`src/rtl/i2c_wb_sequencer.sv`:
```
// Wishbone-master sequencer for the I2C master core: programs the prescaler, then turns
// single-byte register read/write requests into TXR/CR/SR/RXR access sequences.
module i2c_wb_sequencer #(
    parameter logic [15:0] PRESCALE = 16'd99,
    parameter int unsigned POLL_MAX = 1024
) (
    input  logic       wb_clk_i,
    input  logic       wb_rst_i,
    input  logic       req_valid,
    output logic       req_ready,
    input  logic       req_rd,
    input  logic [6:0] req_dev,
    input  logic [7:0] req_reg,
    input  logic [7:0] req_wdata,
    output logic       rsp_valid,
    output logic [7:0] rsp_rdata,
    output logic [1:0] rsp_err,
    output logic       wbm_cyc_o,
    output logic       wbm_stb_o,
    output logic       wbm_we_o,
    output logic [2:0] wbm_adr_o,
    output logic [7:0] wbm_dat_o,
    input  logic [7:0] wbm_dat_i,
    input  logic       wbm_ack_i
);
    localparam int CW = $clog2(POLL_MAX + 1);

    typedef enum logic [2:0] {
        S_INIT, S_IDLE, S_TXR, S_CR, S_POLL, S_RXR, S_STO, S_DONE
    } state_t;

    state_t          state_q, state_d;
    logic [1:0]      init_idx_q, init_idx_d;
    logic [1:0]      phase_q, phase_d;
    logic            rd_q, rd_d;
    logic [6:0]      dev_q, dev_d;
    logic [7:0]      reg_q, reg_d;
    logic [7:0]      wdata_q, wdata_d;
    logic [CW-1:0]   poll_cnt_q, poll_cnt_d;
    logic [1:0]      err_q, err_d;
    logic [7:0]      rdata_q, rdata_d;
    logic            cyc_q, cyc_d;
    logic            we_q, we_d;
    logic [2:0]      adr_q, adr_d;
    logic [7:0]      dat_q, dat_d;

    logic            acc_done;
    logic            launch_we;
    logic [2:0]      launch_adr;
    logic [7:0]      launch_dat;
    logic [7:0]      txr_byte, cr_cmd;
    logic            write_phase, last_phase;
    logic [CW-1:0]   poll_nxt;
    logic            tip, timeout;

    // NOTE: Wishbone outputs are registers, so a reset edge clears them with no comb path.
    always_ff @(posedge wb_clk_i) begin
        if (wb_rst_i) begin
            state_q    <= S_INIT;
            init_idx_q <= 2'd0;
            phase_q    <= 2'd0;
            rd_q       <= 1'b0;
            dev_q      <= 7'd0;
            reg_q      <= 8'd0;
            wdata_q    <= 8'd0;
            poll_cnt_q <= '0;
            err_q      <= 2'd0;
            rdata_q    <= 8'd0;
            cyc_q      <= 1'b0;
            we_q       <= 1'b0;
            adr_q      <= 3'd0;
            dat_q      <= 8'd0;
        end else begin
            state_q    <= state_d;
            init_idx_q <= init_idx_d;
            phase_q    <= phase_d;
            rd_q       <= rd_d;
            dev_q      <= dev_d;
            reg_q      <= reg_d;
            wdata_q    <= wdata_d;
            poll_cnt_q <= poll_cnt_d;
            err_q      <= err_d;
            rdata_q    <= rdata_d;
            cyc_q      <= cyc_d;
            we_q       <= we_d;
            adr_q      <= adr_d;
            dat_q      <= dat_d;
        end
    end

    // NOTE: every comb output gets a default first so no path infers a latch.
    always_comb begin
        state_d    = state_q;
        init_idx_d = init_idx_q;
        phase_d    = phase_q;
        rd_d       = rd_q;
        dev_d      = dev_q;
        reg_d      = reg_q;
        wdata_d    = wdata_q;
        poll_cnt_d = poll_cnt_q;
        err_d      = err_q;
        rdata_d    = rdata_q;
        cyc_d      = cyc_q;
        we_d       = we_q;
        adr_d      = adr_q;
        dat_d      = dat_q;
        acc_done   = 1'b0;
        launch_we  = 1'b1;
        launch_adr = 3'd0;
        launch_dat = 8'h00;

        write_phase = !(rd_q && phase_q == 2'd3);
        last_phase  = rd_q ? (phase_q == 2'd3) : (phase_q == 2'd2);
        case (phase_q)
            2'd0:    txr_byte = {dev_q, 1'b0};
            2'd1:    txr_byte = reg_q;
            default: txr_byte = rd_q ? {dev_q, 1'b1} : wdata_q;
        endcase
        case (phase_q)
            2'd0:    cr_cmd = 8'h90;
            2'd1:    cr_cmd = 8'h10;
            2'd2:    cr_cmd = rd_q ? 8'h90 : 8'h50;
            default: cr_cmd = 8'h68;
        endcase
        poll_nxt = poll_cnt_q + 1'b1;
        tip      = wbm_dat_i[1];
        timeout  = tip && (poll_nxt >= CW'(POLL_MAX));

        case (state_q)
            S_INIT: begin
                launch_adr = {1'b0, init_idx_q};
                launch_dat = (init_idx_q == 2'd0) ? PRESCALE[7:0] :
                             (init_idx_q == 2'd1) ? PRESCALE[15:8] : 8'h80;
            end
            S_TXR:  begin launch_adr = 3'd3; launch_dat = txr_byte; end
            S_CR:   begin launch_adr = 3'd4; launch_dat = cr_cmd;   end
            S_POLL: begin launch_we = 1'b0; launch_adr = 3'd4;      end
            S_RXR:  begin launch_we = 1'b0; launch_adr = 3'd3;      end
            S_STO:  begin launch_adr = 3'd4; launch_dat = 8'h40;    end
            default: ;
        endcase

        // Launching only from cyc=0 guarantees the idle cycle between accesses.
        if (state_q inside {S_INIT, S_TXR, S_CR, S_POLL, S_RXR, S_STO}) begin
            if (!cyc_q) begin
                cyc_d = 1'b1;
                we_d  = launch_we;
                adr_d = launch_adr;
                dat_d = launch_dat;
            end else if (wbm_ack_i) begin
                cyc_d    = 1'b0;
                we_d     = 1'b0;
                adr_d    = 3'd0;
                dat_d    = 8'h00;
                acc_done = 1'b1;
            end
        end

        case (state_q)
            S_INIT: if (acc_done) begin
                if (init_idx_q == 2'd2) state_d = S_IDLE;
                else init_idx_d = init_idx_q + 2'd1;
            end
            S_IDLE: if (req_valid) begin
                rd_d    = req_rd;
                dev_d   = req_dev;
                reg_d   = req_reg;
                wdata_d = req_wdata;
                phase_d = 2'd0;
                err_d   = 2'd0;
                rdata_d = 8'h00;
                state_d = S_TXR;
            end
            S_TXR: if (acc_done) state_d = S_CR;
            S_CR: if (acc_done) begin
                poll_cnt_d = '0;
                state_d    = S_POLL;
            end
            S_POLL: if (acc_done) begin
                poll_cnt_d = poll_nxt;
                if (!tip || timeout) begin
                    if (wbm_dat_i[5]) begin
                        err_d   = 2'd2;
                        state_d = S_DONE;
                    end else if (timeout) begin
                        err_d   = 2'd3;
                        state_d = S_STO;
                    end else if (wbm_dat_i[7] && write_phase) begin
                        err_d   = 2'd1;
                        state_d = S_STO;
                    end else if (last_phase) begin
                        state_d = rd_q ? S_RXR : S_DONE;
                    end else begin
                        phase_d = phase_q + 2'd1;
                        state_d = (rd_q && phase_q == 2'd2) ? S_CR : S_TXR;
                    end
                end
            end
            S_RXR: if (acc_done) begin
                rdata_d = wbm_dat_i;
                state_d = S_DONE;
            end
            S_STO: if (acc_done) state_d = S_DONE;
            S_DONE: state_d = S_IDLE;
            default: state_d = S_INIT;
        endcase
    end

    assign req_ready = (state_q == S_IDLE);
    assign rsp_valid = (state_q == S_DONE);
    assign rsp_rdata = rdata_q;
    assign rsp_err   = err_q;
    assign wbm_cyc_o = cyc_q;
    assign wbm_stb_o = cyc_q;
    assign wbm_we_o  = we_q;
    assign wbm_adr_o = adr_q;
    assign wbm_dat_o = dat_q;
endmodule
```
`config.mk`:
```
export PLATFORM = sky130hd
export DESIGN_NAME = i2c_wb_sequencer
export DESIGN_NICKNAME = d
export VERILOG_FILES = /design/src/rtl/i2c_wb_sequencer.sv
export SDC_FILE = /design/constraint.sdc
export NUM_CORES = 1
export LEC_CHECK = 0
export BUFFER_PORTS_ARGS = -buffer_cell sky130_fd_sc_hd__clkbuf_2
export CAP_MARGIN = 20
export CORE_ASPECT_RATIO = 0.9
export CORE_MARGIN = 5
export CORE_UTILIZATION = 52
export CTS_BUF_LIST = sky130_fd_sc_hd__clkbuf_4
export CTS_CLUSTER_SIZE = 28
export DETAILED_ROUTE_END_ITERATION = 12
export GPL_TIMING_DRIVEN = 0
export MAX_ROUTING_LAYER = met4
export PLACE_DENSITY_LB_ADDON = 0.15
export REMOVE_ABC_BUFFERS = 1
export SYNTH_ARGS = -nofsm -noshare
export SYNTH_HDL_FRONTEND = slang
export SYNTH_SLANG_ARGS = --single-unit
```
`constraint.sdc`:
```
create_clock -name wb_clk_i -period 2.2 [get_ports wb_clk_i]
set_input_delay 0 -clock wb_clk_i [delete_from_list [all_inputs] [get_ports wb_clk_i]]
set_output_delay 0 -clock wb_clk_i [all_outputs]
set_load 0.01 [all_outputs]
```
After elaboration in Yosys (flattened, before gate mapping)
Index checks and enable logic that the tools add are counted.
W data, S select, Z words.
{ "totals": {"elab_cells": 128, "input_bits": 36, "register_bits": 65, "output_inout_bits": 26} }
{ "classes": {"n_eq_ne": 27, "addsub": 3, "n_bitwise": 1, "n_mux": 56, "magnitude_cmp": 1, "n_reduce_logical": 26} }
{ "ops": {"columns": ["op", "count"], "rows": [
  ["$mux W8", 8],
  ["$mux W3", 14],
  ["$pmux W8 S2", 2],
  ["$pmux W8 S4", 1],
  ["$mux W2", 13],
  ["$pmux W8 S3", 1],
  ["$mux W11", 2],
  ["$ne A2 B2 Y1 const B", 11],
  ["$pmux W11 S2", 1],
  ["$pmux W3 S7", 1],
  ["$reduce_and A8 Y1", 2],
  ["$eq A3 B3 Y1 const B", 4],
  ["$add A11 B1 Y11 const B", 1],
  ["$ge A11 B11 Y1 const B", 1],
  ["$mux W1", 10],
  ["$pmux W3 S3", 1],
  ["$reduce_and A3 Y1", 3],
  ["$pmux W2 S2", 2],
  ["$eq A2 B2 Y1 const B", 3],
  ["$eq A3 B2 Y1 const B", 2],
  ["$ne A2 B1 Y1 const B", 3],
  ["$reduce_bool A2 Y1", 3],
  ["$reduce_bool A6 Y1", 1],
  ["$reduce_or A2 Y1", 3],
  ["other kinds (13)", 21]
]} }

Longest topological paths before layout
{ "logic_depth": {"ltp_word": 10, "ltp_mapped": 8} }

Worst setup path before layout
No wires, ideal clock.
{ "synth_timing": {"path_type": "reg-to-reg", "start": "register poll_cnt_q[0]", "end": "register err_q[0] (netlist: rsp_err[0])", "period_less_slack_ps": 2217, "required_time_ps": 2079, "slack_ps": -17, "arrival_ps": 2095, "n_path_buf": 1, "stages_incl_launch_ff": 8, "path_cell_list": "dfxtp_1 > ha_1 > and3_1 > nor4bb_2 > buf_6 > mux2_4 > o32a_1 > mux2_4"} }
{ "synth_between": {"elab_chain_len": 8, "elab_cells_between_ends": 12} }
{ "synth_lines": {"columns": ["element", "line_no", "source"], "rows": [
  ["start: declaration", "39", "logic [CW-1:0] poll_cnt_q, poll_cnt_d;"],
  ["start signal: assignment", "81", "poll_cnt_q <= poll_cnt_d;"],
  ["$add A11 B1 Y11 *", "125", "poll_nxt = poll_cnt_q + 1'b1;"],
  ["$ge A11 B11 Y1 *", "127", "timeout = tip && (poll_nxt >= CW'(POLL_MAX));"],
  ["$logic_and A1 B1 Y1 *", "127", null],
  ["$mux W2", "185", "end else if (timeout) begin"],
  ["$mux W2", "182", "if (wbm_dat_i[5]) begin"],
  ["$mux W2", "181", "if (!tip || timeout) begin"],
  ["$mux W2", "179", "S_POLL: if (acc_done) begin"],
  ["$pmux W2 S2", "159", "case (state_q)"],
  ["end signal: assignment", "82", "err_q <= err_d;"],
  ["end: declaration", "40", "logic [1:0] err_q, err_d;"]
]} }
Mark *: on every way between the ends. The rest lies on a longest branch, timed or not. The select of a mux whose other input is x is not followed.
A chain may end at the register's enable or synchronous reset.

Worst setup path in the final report
Ends and elaborated chain as after synthesis.

==> reports/metrics.yaml <==
outcome:
  status: "completed"
clock_network:
  numCtsBuffers: 9
  cts_tree: "yes"
  path_clk_slew_ns: 0.10
  clkLatencyLatePin_ns: 0.41
  cts.sinks: 65
  cts_root_buffer: "clkbuf_4"
  cts_buffer_depth: 2
  htreeDepth: 3
global_route:
  grt_max_degree: 42
  grt_pass1_wl_um: 13600
  antenna_found_initial: 0
  grt_use_total_pct: 22.1
  grt_pass1_vias: 2960
  grt.overflow.total: 0
sta:
  fin_ws_ns: 0.105
  worstMarginPinSlew_ns: 0.810
  setup_viol_count_final: 0
  fin_crit_sh_pct: 95.2
  min_period_ns: 2.09
  slew_headroom_pct: 45.9
  hold_viol: 0
  fin_worst_skew_ns: 0.0121
  max_clock_freq_mhz: 477
  rsz0062_at_grt: "no"
  maxSlewViolCount: 0
yosys:
  netlist_area_um2: 3220
  yosysUniqueCellTypes: 56
  ys.warnings.count: 0
  ys_ff_latch: 65
  ys_seq_area_share_pct: 40.4
  synth_edf_count: 0
  ys_top_cells_by_count: "nand2_1 (79), dfxtp_1 (65), a21oi_1 (56)"
  async_reset_ff_share_pct: 0
  synth_largest_area_cell: "dfxtp_1"
  synthCells: 408
  synthFlopType: "dfxtp_1"
  synth_area_per_cell_um2: 7.89
  ys_top_cells_by_area: "dfxtp_1 (40%), nand2_1 (9.2%), a21oi_1 (8.7%)"
  synth_most_common_cell: "nand2_1"
  yosys.area.top_type_share_pct: 40.4
route:
  drt_first_pass_iters: 5
  drc: 0
  vias_per_cell: 5.61
  wl_per_cell_um: 14.7
  routed_wl_um: 8330
  antenna_left: 0
  via_count: 3174
  drt_iter0_drc: 289
placed_design:
  portBuffers: 61
  pre_cts_ws_ns: -0.568
  dpl_cell_area_um2: 3520
  place_congestion: 0.860
  hpwl_um: 5470
worst_setup_path:
  arrival_ns: 2.40
  reg2reg_to: "rsp_err[0]"
  rrSetupSlack_ns: 0.11
  r2r_start: "poll_cnt_q[0]"
  crit_end: "rsp_err[0]"
  critPathBufInv: 0
  crit_start: "poll_cnt_q[0]"
  cp_max_fo: 4
  cpPeakStageDelay_ns: 0.39
  rr_worst_depth: 6
  path_common_cell: "mux2_4"
  crit_type: "register to register"
  cp.depth: 6
  slowest_stage: "dfxtp_4"
  crit_chain: "ha_4 > and3_4 > nor4bb_4 > mux2_4 > o32a_1 > mux2_4"
  end_kind: "register"
  required_ns: 2.51
  critPathTopFamily: "multiplexers"
  start_kind: "register"
job:
  maxCapViolCount: 0
floorplan:
  fp.coreArea_um2: 6080
  die_area_um2: 7870
  rows: 27
  io_pins: 62
  die_w_um: 92.9
  initial_core_util_pct: 52.9
  die_h_um: 84.6
final_layout:
  area_delta_synth_final_pct: 25.8
  drive_gt1_share_pct: 21.7
  final_design_area_no_fill_um2: 4050
  antenna_cells: 0
  nets: 533
power:
  p_leak_nw: 1.53
  power_density_nw_per_um2: 638
  vdd_drop_max_v: 0.000545
worst_hold_path:
  min_path_type: "input pin to register"
-- cell type report --
type / count / area, um^2
Clock inverter: 5 / 46.3
Sequential cell: 65 / 1320
Timing Repair Buffer: 97 / 666
Clock buffer: 11 / 82.6
Inverter: 9 / 33.8
Tap cell: 72 / 90.1
Multi-Input combinational cell: 307 / 1810
Fill cell: 526 / 2030
-- layer usage --
metal / routed length [um] / share of wire [%] / global-route usage [%]
met1: 3840 / 46 / 28.5
met2: 3860 / 46 / 33.5
met3: 529 / 6.4 / 5.56
met4: 95 / 1.1 / 7.72
met5: 0 / 0 / -
-- where the power goes --
group	leakage [nW]	total, mW	switching (mW)	internal [mW]
sequential	0.530	1.31	0.0728	1.24
combinational	0.924	0.511	0.295	0.216
clock	0.0734	0.760	0.400	0.360
total	1.53	2.58	0.768	1.82
-- timing repair --
item | in CTS | in global routing
resized for setup | 10 | 12
setup endpoints to repair | 41 | 5
pin swaps | 1 | 0
buffers inserted | 1 | 1
hold endpoints to repair | 33 | 0
hold buffers | 32 | 0
-- tightest hold or removal path: stages --
cell and delay (ns):
clkbuf_2 0.10, o21ai_0 0.15, nand2_1 0.10, a21oi_1 0.05
-- cell families (layout without fill, tap and decap cells) --
logic type | count (synthesis) | count (layout) | share of synthesized area [%]
AOI/OAI and AO/OA | 107 | 107 | 20.1
xor gates and xnor gates | 9 | 9 | 2.45
adders and majority gates | 8 | 8 | 3.11
buffers and inverters | 36 | 122 | 4.86
DFF | 65 | 65 | 40.4
muxes | 8 | 8 | 2.91
and+or+nand+nor | 175 | 175 | 26.1
-- registers in the layout (all words and copies together) (netlist names) --
register,cells
reg_q,8
wbm_dat_o,8
init_idx_q,2
poll_cnt_q,11
wbm_cyc_o,1
phase_q,2
wdata_q,8
rsp_rdata,8
rsp_err,2
dev_q,7
rd_q,1
wbm_adr_o,3
wbm_we_o,1
state_q,3
-- worst min-delay path by stage --
stage,from,cells past startpoint,slack (ns),to
6_report,wbm_ack_i,4,0.04,wbm_dat_o[6]
5_1_grt,wbm_ack_i,4,0.04,wbm_dat_o[6]
4_1_cts,wbm_ack_i,4,0.02,wbm_dat_o[6]
3_5_place_dp,req_wdata[5],3,0.23,wdata_q[5]
3_3_place_gp,req_wdata[4],3,0.22,wdata_q[4]
2_1_floorplan,wb_rst_i,1,0.07,state_q[1]
-- per-stage QoR --
step / utilization, % / instances / TNS, ns / total power [mW] / hold WS, ns
final: 66.6 / 566 / 0 / 2.58 / 0.0395
after global routing: 66.6 / 566 / 0 / 2.73 / 0.0449
after CTS: 65.8 / 565 / 0 / 2.61 / 0.0201
after detailed placement: 57.8 / 516 / -6.31 / 1.80 / 0.230
after global placement: 57.4 / 514 / -6.54 / 1.78 / 0.223
after floorplan: - / 381 / -0.206 / 1.61 / 0.0689
-- placed cells by master (no fill, tap or decap), types with 4 or more instances in the layout --
cell            n
nor3_1          4
o21ai_0        15
nor2b_1         6
dfxtp_1        59
a21oi_1        56
xnor2_1         6
dlygate4sd3_1  32
a31oi_1         4
inv_1           8
nand2_1        79
clkbuf_2       61
nor4_1          4
a22oi_1         7
and3_1          4
nor2_1         32
clkbuf_4       11
ha_1            7
dfxtp_4         4
nand3_1        17
Power figures use the tool's default switching activity.
